### config.mk
export PLATFORM = sky130hd
export DESIGN_NAME = updown_counter_flat
export DESIGN_NICKNAME = d
export VERILOG_FILES = /design/src/rtl/updown_counter_if.sv /design/src/rtl/updown_counter.sv /design/src/flat_wrapper.sv
export SDC_FILE = /design/constraint.sdc
export NUM_CORES = 1
export LEC_CHECK = 0
export ABC_AREA = 1
export CORE_AREA = 4 4 41 43
export DETAILED_ROUTE_END_ITERATION = 8
export DIE_AREA = 0 0 45 47
export PLACE_DENSITY = 0.58
export SETUP_SLACK_MARGIN = 0.4
export SLEW_MARGIN = 20
export SYNTH_ARGS = -nofsm -noshare
export SYNTH_HDL_FRONTEND = slang
export SYNTH_SLANG_ARGS = --single-unit
### constraint.sdc
create_clock -name clk -period 1.7 [get_ports clk]
set_clock_uncertainty 0.05 [all_clocks]
set_input_delay 0.425 -clock clk [delete_from_list [all_inputs] [get_ports clk]]
set_output_delay 0.425 -clock clk [all_outputs]
set_load 0.02 [all_outputs]
### src/rtl/updown_counter_if.sv
// Control/status bundle for updown_counter.
// master drives the controls (clr/load/load_val/en/up), slave is the counter itself.
interface updown_counter_if #(
  parameter int WIDTH = 3
);
  logic             clr;
  logic             load;
  logic [WIDTH-1:0] load_val;
  logic             en;
  logic             up;
  logic [WIDTH-1:0] count;
  logic             tc;
  logic             wrap;
  logic             ovf;

  modport master (
    output clr, load, load_val, en, up,
    input  count, tc, wrap, ovf
  );

  modport slave (
    input  clr, load, load_val, en, up,
    output count, tc, wrap, ovf
  );
endinterface

### src/rtl/updown_counter.sv
// Parametrised synchronous up/down modulo counter.
// Features: enable, clipped parallel load, clear, combinational terminal count,
// a one-cycle wrap pulse and a sticky overflow flag.
// Build option UPDOWN_COUNTER_SAT_EN: the count saturates at the range limits
// instead of wrapping. wrap still pulses and ovf is still set on each saturation attempt.
module updown_counter #(
  parameter int              WIDTH  = 3,
  parameter longint unsigned MODULO = 8
) (
  input logic             clk,
  input logic             rst,
  updown_counter_if.slave bus
);

  // Reject out-of-range parameters at elaboration.
  generate
    if (WIDTH < 1 || WIDTH > 32 || MODULO < 2 || MODULO > (64'd1 << WIDTH)) begin : g_bad_param
      $error("updown_counter: illegal WIDTH/MODULO");
    end
  endgenerate

  localparam logic [WIDTH-1:0] MAXV = WIDTH'(MODULO - 64'd1);

  logic [WIDTH-1:0] r_count;
  logic             r_wrap;
  logic             r_ovf;
  logic             w_at_bound;
  logic [WIDTH-1:0] w_load_clip;
  logic [WIDTH-1:0] w_step;
  logic [WIDTH-1:0] w_bound_next;

  // Next step would leave 0..MODULO-1 in the current direction.
  assign w_at_bound   = bus.up ? (r_count == MAXV) : (r_count == '0);
  // Out-of-range load values are clipped to the top of the range.
  assign w_load_clip  = (64'(bus.load_val) < MODULO) ? bus.load_val : MAXV;
  assign w_step       = bus.up ? (r_count + WIDTH'(1)) : (r_count - WIDTH'(1));
`ifdef UPDOWN_COUNTER_SAT_EN
  assign w_bound_next = r_count;
`else
  assign w_bound_next = bus.up ? '0 : MAXV;
`endif

  // Count/flag register. Priority: rst, clr, load, en.
  always_ff @(posedge clk) begin
    if (rst) begin
      r_count <= '0;
      r_wrap  <= 1'b0;
      r_ovf   <= 1'b0;
    end else if (bus.clr) begin
      r_count <= '0;
      r_wrap  <= 1'b0;
      r_ovf   <= 1'b0;
    end else if (bus.load) begin
      r_count <= w_load_clip;
      r_wrap  <= 1'b0;
    end else if (bus.en) begin
      if (w_at_bound) begin
        r_count <= w_bound_next;
        r_wrap  <= 1'b1;
        r_ovf   <= 1'b1;
      end else begin
        r_count <= w_step;
        r_wrap  <= 1'b0;
      end
    end else begin
      r_wrap <= 1'b0;
    end
  end

  assign bus.count = r_count;
  assign bus.wrap  = r_wrap;
  assign bus.ovf   = r_ovf;
  // Unregistered so that a cascaded upper stage sees it in the same cycle.
  assign bus.tc    = bus.en & w_at_bound;

endmodule
### src/flat_wrapper.sv
// flat-port wrapper written by rule: the top's interface ports become plain ports
module updown_counter_flat 
#(
  parameter int              WIDTH  = 3,
  parameter longint unsigned MODULO = 8
)
  (clk, rst, bus_clr, bus_load, bus_load_val, bus_en, bus_up, bus_count, bus_tc, bus_wrap, bus_ovf);
  updown_counter_if #(.WIDTH(WIDTH)) bus_i ();
  input logic clk;
  input logic rst;
  input wire logic [$bits(bus_i.clr)-1:0] bus_clr;
  input wire logic [$bits(bus_i.load)-1:0] bus_load;
  input wire logic [$bits(bus_i.load_val)-1:0] bus_load_val;
  input wire logic [$bits(bus_i.en)-1:0] bus_en;
  input wire logic [$bits(bus_i.up)-1:0] bus_up;
  output wire logic [$bits(bus_i.count)-1:0] bus_count;
  output wire logic [$bits(bus_i.tc)-1:0] bus_tc;
  output wire logic [$bits(bus_i.wrap)-1:0] bus_wrap;
  output wire logic [$bits(bus_i.ovf)-1:0] bus_ovf;
  assign bus_i.clr = bus_clr;
  assign bus_i.load = bus_load;
  assign bus_i.load_val = bus_load_val;
  assign bus_i.en = bus_en;
  assign bus_i.up = bus_up;
  assign bus_count = bus_i.count;
  assign bus_tc = bus_i.tc;
  assign bus_wrap = bus_i.wrap;
  assign bus_ovf = bus_i.ovf;
  updown_counter #(.WIDTH(WIDTH), .MODULO(MODULO)) u_core (.clk(clk), .rst(rst), .bus(bus_i));
endmodule
======== After elaboration in Yosys (flattened, before gate mapping) ========
Index checks and enable logic that the tools add are counted.
word-level totals
  input bits .............................. 9
  flip-flop bits (word level) ............. 5
  logic and storage cells ................. 21
operators by class
  multiplexer cells ....................... 7
  bitwise logic cells ..................... 3
  eq/ne operators ......................... 1
  add/sub/neg operators ................... 2
  reductions and logical operators ........ 5
operator list
  operator             number
  $mux 3               5
  $reduce_or 4->1      1
  $add 3x1->3 const B  1
  $eq 3x3->1 const B   1
  $logic_not 3->1      1
  $reduce_and 3->1     1
  $sub 3x1->3 const B  1
  $mux 1               2
  $not 1->1            2
  $reduce_bool 2->1    1
  $reduce_or 2->1      1
  $and 1x1->1          1

======== Logic depth before layout (Yosys ltp) ========
  depth in word-level cells ............... 5
  gate-level depth with buffers ........... 8
  depth with buffers taken out ............ 8

======== Worst setup path after synthesis ========
OpenSTA, ideal clock, no wires.
  path kind ............................... register to output
  start ................................... register u_core.r_count[0] (netlist: u_core.bus.count[0])
  end ..................................... output bus_tc
  stages on the path, launching flop included .. 3
  required time ........................... 1.225 ns
  data arrival time ....................... 1.131 ns
  slack ................................... 0.094 ns
  buffers on the path ..................... 0
  cells stage by stage .................... dfxtp_1 nand4_1 a21oi_1
on the way
  longest elaborated chain between the ends .. 3
  elaborated cells between the ends (all ways) .. 4
RTL lines
  item                                           line                  source
  start, declared                                updown_counter.sv:24  logic [WIDTH-1:0] r_count;
  start signal, assigned                         updown_counter.sv:54  r_count <= w_load_clip;
  start signal, assigned                         updown_counter.sv:58  r_count <= w_bound_next;
  start signal, assigned                         updown_counter.sv:62  r_count <= w_step;
  $eq 3x3->1 or $logic_not 3->1 (tied branches)  updown_counter.sv:33  assign w_at_bound = bus.up ? (r_count == MAXV) : (r_count == '0);
  $mux 1 (*)                                     updown_counter.sv:33
  $and 1x1->1 (*)                                updown_counter.sv:74  assign bus.tc = bus.en & w_at_bound;
  end, declared                                  flat_wrapper.sv:17    output wire logic [$bits(bus_i.tc)-1:0] bus_tc;
Mark *: on every way between the ends. The rest lies on a longest branch, timed or not.

======== Worst setup path after layout ========
Ends and elaborated chain as after synthesis.

==> results.cfg <==
[timing]
finalHoldViolations = 0
worst_slew_pin_slew_ps = 287
rsz0062_at_grt = true
fin_ws_ps = 159
timing_max_transition_violations_final = 0
finalSetupTns_ps = 0
worst_slew_margin_rel = 0.808
timing.final.crit_period_ps = 1540
holdWs_ps = 412
fmax_mhz = 649
fin_crit_sh = 0.907
setup_viol = 0

[cts]
cts_tree = done
path_clk_slew_ps = 50
cts_root_buffer = clkbuf_4
clock-sinks = 5
clock_path_buffers = 2
clock_latency_ps = 240
hold_buffers = 0
htree_levels = 1
cts_made_buffers = 3

[grt]
grt_max_degree = 7
grt_pass1_vias = 414
grt_usage = 0.109
grt_pass1_wl_um = 1630
grt_antenna_before_repair = 0
gr-total-overflow = 0

[finish]
finish.utilization = 0.522
post_layout_nonfiller_instances = 92
antenna_cells = 0
drive_above_1_share = 0.610
multi_input_area_um2 = 226
regArea_um2 = 109
syn_to_final_growth_pct = 129
fin_nets = 88
nFillCells = 134
final_cell_mix = buf_6 (10), buf_4 (10), nand2_2 (7), nand2_1 (5), clkdlybuf4s50_1 (5)

[routing]
wl_um = 1000
firstDrtPassIters = 4
avgRoutedWirePerCell_um = 10.9
vias_per_cell = 4.61
vias = 424
postRouteAntennaNets = 0
drcViolationCount = 0
first_iter_violations = 6

[power]
p_sw_mw = 0.111
p_per_area_nw_per_um2 = 568
switching_share = 0.287
clockPowerShare = 0.360
power.leakage_nw = 0.313
p_int_mw = 0.275
max-vdd-ir-drop_v = 0.000444
combinationalPowerShare = 0.315
seqPwrFrac = 0.325

[place]
dp_hpwl_um = 706
dp_slack_ps = -662
globalplace.congestion = 0.790
port_buffers = 14
numPlacedInstances = 83

[critical_path]
worst-setup-path-type = reg2out
critPathMaxFanout = 4
end_kind = output port
rr_worst_depth = 10
startpoint_type = flip-flop
r2r-end = u_core.bus.count[2]$_SDFFE_PP0P_
cp.required_ps = 1220
r2r_slack_ps = 170
arrival_ps = 1070
rr_startpoint = u_core.bus.count[0]$_SDFFE_PP0P_

[synthesis]
syn-num-nets = 53
seq_area_frac_synth = 0.338
yosysWarnings = 0
syn_inst = 43
synth_area_um2 = 297
synth_cell_types = 16
avgSynthCellArea_um2 = 6.90
ys_ff_latch = 5

[min_path]
hp-start = u_core.bus.ovf$_SDFFE_PP0P_
min_path_cells = 2
worstHoldEndpoint = u_core.bus.ovf$_SDFFE_PP0P_
hold_path.class = reg2reg

[floorplanning]
chipWidth_um = 45
ios = 15
start_util = 0.228
core_um2 = 1300
die_area_um2 = 2120
die_h_um = 47
rows = 13

[job]
max-cap-violations = 0

[run_status]
outcome = completed
Yosys cell counts (all sizes together):
master  count  area (um2)
a21oi       3        18.8
nand4       1        6.26
nor3        1        5.00
inv         6        22.5
nand2      12        45.0
nor2        5        21.3
o21ai       2        13.8
a22oi       2        15.0
a22o        1        8.76
nand3       4        20.0
fa          1        20.0
dfxtp       5         100
what timing repair did:
| item | in CTS | in global routing |
|---|---|---|
| endpoints found under the setup margin | 11 | 8 |
| buffers inserted | 5 | 0 |
| pin swaps | 7 | 6 |
| gates cloned | 0 | 0 |
| gates resized for setup | 47 | 9 |
sequential cells by signal, indices dropped and copies added, names as in the netlist:
name / count
u_core.bus.ovf: 1
u_core.bus.count: 3
u_core.bus.wrap: 1
worst max-delay path, cell delays in order (launching register included):
cell and delay, ps:
dfxtp_4 350, nor2_4 100, nand3_2 90, a21oi_4 150
buf_6 120
stage by stage:
stage | cell area (um2) | total power, mW
global route | 679 | 0.412
global placement | 563 | 0.232
floorplan | 322 | 0.174
CTS | 651 | 0.382
finish | 679 | 0.386
detailed placement | 563 | 0.233
worst max path at each step:
stage	start	end	depth (start not counted)
after detailed placement	bus_up	bus_tc	4
after floorplan	u_core.bus.count[1]$_SDFFE_PP0P_	bus_tc	2
after global placement	bus_up	bus_tc	4
final	u_core.bus.count[0]$_SDFFE_PP0P_	bus_tc	4
after CTS	u_core.bus.count[1]$_SDFFE_PP0P_	bus_tc	4
after global routing	u_core.bus.count[0]$_SDFFE_PP0P_	u_core.bus.count[2]$_SDFFE_PP0P_	10
power groups by stage:
stage                     clock [mW]  sequential (mW)  combinational (mW)
final                          0.139            0.125               0.121
after global placement             0            0.127               0.105
after global routing           0.152            0.126               0.134
after floorplan                    0            0.134              0.0400
after CTS                      0.144            0.125               0.113
after detailed placement           0            0.127               0.106
cell families (layout without fill, tap and decap cells):
| logic type | after synthesis | count (layout) | synth area share |
|---|---|---|---|
| AOI/OAI and AO/OA | 8 | 8 | 0.190 |
| adders and majority gates | 1 | 1 | 0.0675 |
| buffers and inverters | 6 | 40 | 0.0759 |
| DFF | 5 | 5 | 0.338 |
| and+or+nand+nor | 23 | 23 | 0.329 |
area by class of cell:
cell class	instances	share of cell area
repair buffers	30	0.407
clock buffers	4	0.0387
well taps	15	0.0276
multi-input cells	32	0.333
inverters	6	0.0331
flip-flops and latches	5	0.160
layer usage:
layer / vias to the layer above / wire length [um] / track usage
met5: - / 0 / 0
met4: 0 / 22 / 0.0234
met3: 2 / 109 / 0.0613
met2: 17 / 507 / 0.195
met1: 194 / 362 / 0.112
li1: 211 / - / -
Note: power is estimated with default switching activity, not from simulation.
==> patch, RTL diff (same settings) <==
Add a define of `UPDOWN_COUNTER_SAT_EN`.
--- a/src/rtl/updown_counter.sv
+++ b/src/rtl/updown_counter.sv
@@ -4,4 +4,6 @@
 // Build option UPDOWN_COUNTER_SAT_EN: the count saturates at the range limits
 // instead of wrapping. wrap still pulses and ovf is still set on each saturation attempt.
+`define UPDOWN_COUNTER_SAT_EN
+
 module updown_counter #(
   parameter int              WIDTH  = 3,
Behaviour: not the same (a bounded check fails within 4 cycles, from zero or initial values).
==> patch against the unedited design <==
  * Final area increased by 0.74%
  * Combinational power up 18%
  * Area after synthesis up 18%
  * Synthesized cell count rose by 23%
  * Non-clock buffer count fell by 3
  * Worst setup slack better by 0.024 ns
  * Cell count increased by 7.6%
  * Largest power group is now combinational logic
  * Wire length fell by 6.2%
  * Power rose by 7.2%
  * Sequential cell count unchanged
==> patch: results (changes against the unedited design) <==
Pwr
  – Power Dens Cells: 604 nW/um^2 (+6.4%)
  – Leak: 0.332 nW (+6.1%)
  – Peak VDD IR: 420 uV (-5.3%)

Outcome
  – Status: finished clean

Logic synthesis
  – Top cell types by occurrence after synthesis: nand2_1 (14), nand3_1 (9), nor2_1 (7), dfxtp_1 (5), inv_1 (4)
  – Synth area leaders: dfxtp_1 (29%), nand2_1 (15%), nand3_1 (13%), nor2_1 (7.5%), fa_1 (5.7%)
  – Post-Synth Adder-Cell Area: 5.73% (-1.0 points)
  – Yosys cell types: 15 (-1)
  – Sequential area share after synthesis: 28.7% (-5.1 points)
  – Avg Cell Area, Syn: 6.59 sq um (-4.5%)
  – Syn_nets: 63 (+19%)
  – Asr flop ratio synth: 0% (unchanged)
  – Post-synthesis compound-gate area fraction: 7.89% (-11 points)

Setup path
  – Reg2reg start: u_core.bus.count[1]
  – Arr. time, crit path: 1.04 ns (-0.03 ns)
  – R2R Setup Slk: 0.27 ns (+0.10 ns)
  – R2R cell count: 7 (-3)
  – R2R Path End: u_core.bus.count[1]

Place
  – Placed inst area: 574 sq um (+2.0%)
  – DP HPWL: 709 um (+0.44%)
  – Inst Count DP: 90 (+8.4%)
  – GPL Wtd Cong: 0.753 (-4.6%)
  – Pre-CTS WS: -0.587 ns (+0.0747 ns)

STA
  – Relative slew slack: 87.4% (+6.6 points)
  – Final hold slack: 0.404 ns (-0.00845 ns)

Layout
  – Filler cell count: 135 (+0.75%)
  – Share of cells above drive strength 1: 46.4% (-15 points)

Worst hold path
  – WHS Path Cells: 2 (unchanged)

GRT
  – Largest net degree at the start of global routing: 11 (+4)
  – Gr usage total: 10.7% (-0.25 points)

Drt
  – Post-DR vias/cell: 4.28 (-7.1%)
  – Routed wire length: 939 um (-6.2%)
  – Initial DRC Count: 1 (-5)
  – First-pass iteration count of the detailed router: 3 (-1)
-- patch: cell types whose count changed after synthesis, sizes merged --
cell	delta
or2	+1
o21bai	+1
o21ai	+1
nor3	-1
a22oi	-2
a21oi	-2
a22o	-1
nor2	+3
nand2	+4
nand3	+6
-- patch: cells by family (layout without fill, tap and decap cells) --
group / count (synthesis) / count (layout)
buf+inv: 6 / 37
simple gates: 36 / 36
compound gates: 5 / 5
fa+ha+maj: 1 / 1
flops: 5 / 5
-- patch: cell type report --
cell class / count / area share, %
timing repair buffer: 27 / 37.5
inverter: 6 / 4.02
tap: 15 / 2.74
sequential: 5 / 15.9
multi-input combinational: 42 / 36.0
clock buffer: 4 / 3.84
-- patch: layer usage --
metal	global-route usage [%]	share of wire [%]
met5	0	0
met4	3.51	0
met3	5.75	9.1
met2	17.5	50
met1	11.9	41
-- patch: what timing repair did --
item,4_1_cts,5_1_grt
setup buffers,2,3
pin swaps,5,5
gates resized for setup,44,9
endpoints found under the setup margin,9,7
-- patch: power breakdown --
group / switching, mW / internal [mW]
Clock: 0.0529 / 0.0890
Sequential: 0.00606 / 0.122
Combinational: 0.0651 / 0.0780
-- patch: how the worst max path moves through the flow --
stage                                to  slack, ns  cells past startpoint
global route                     bus_tc       0.13                      6
finish                           bus_tc       0.18                      6
global placement                 bus_tc      -0.58                      6
floorplan           u_core.bus.count[1]       0.41                      6
CTS                              bus_tc       0.16                      6
detailed placement               bus_tc      -0.59                      6
-- patch: critical path, stage by stage, from the launching register on --
cell	delay, ns
dfxtp_4	0.35
nor2_4	0.11
nand2_2	0.05
nand2_2	0.06
nand3_2	0.06
inv_2	0.05
buf_6	0.10
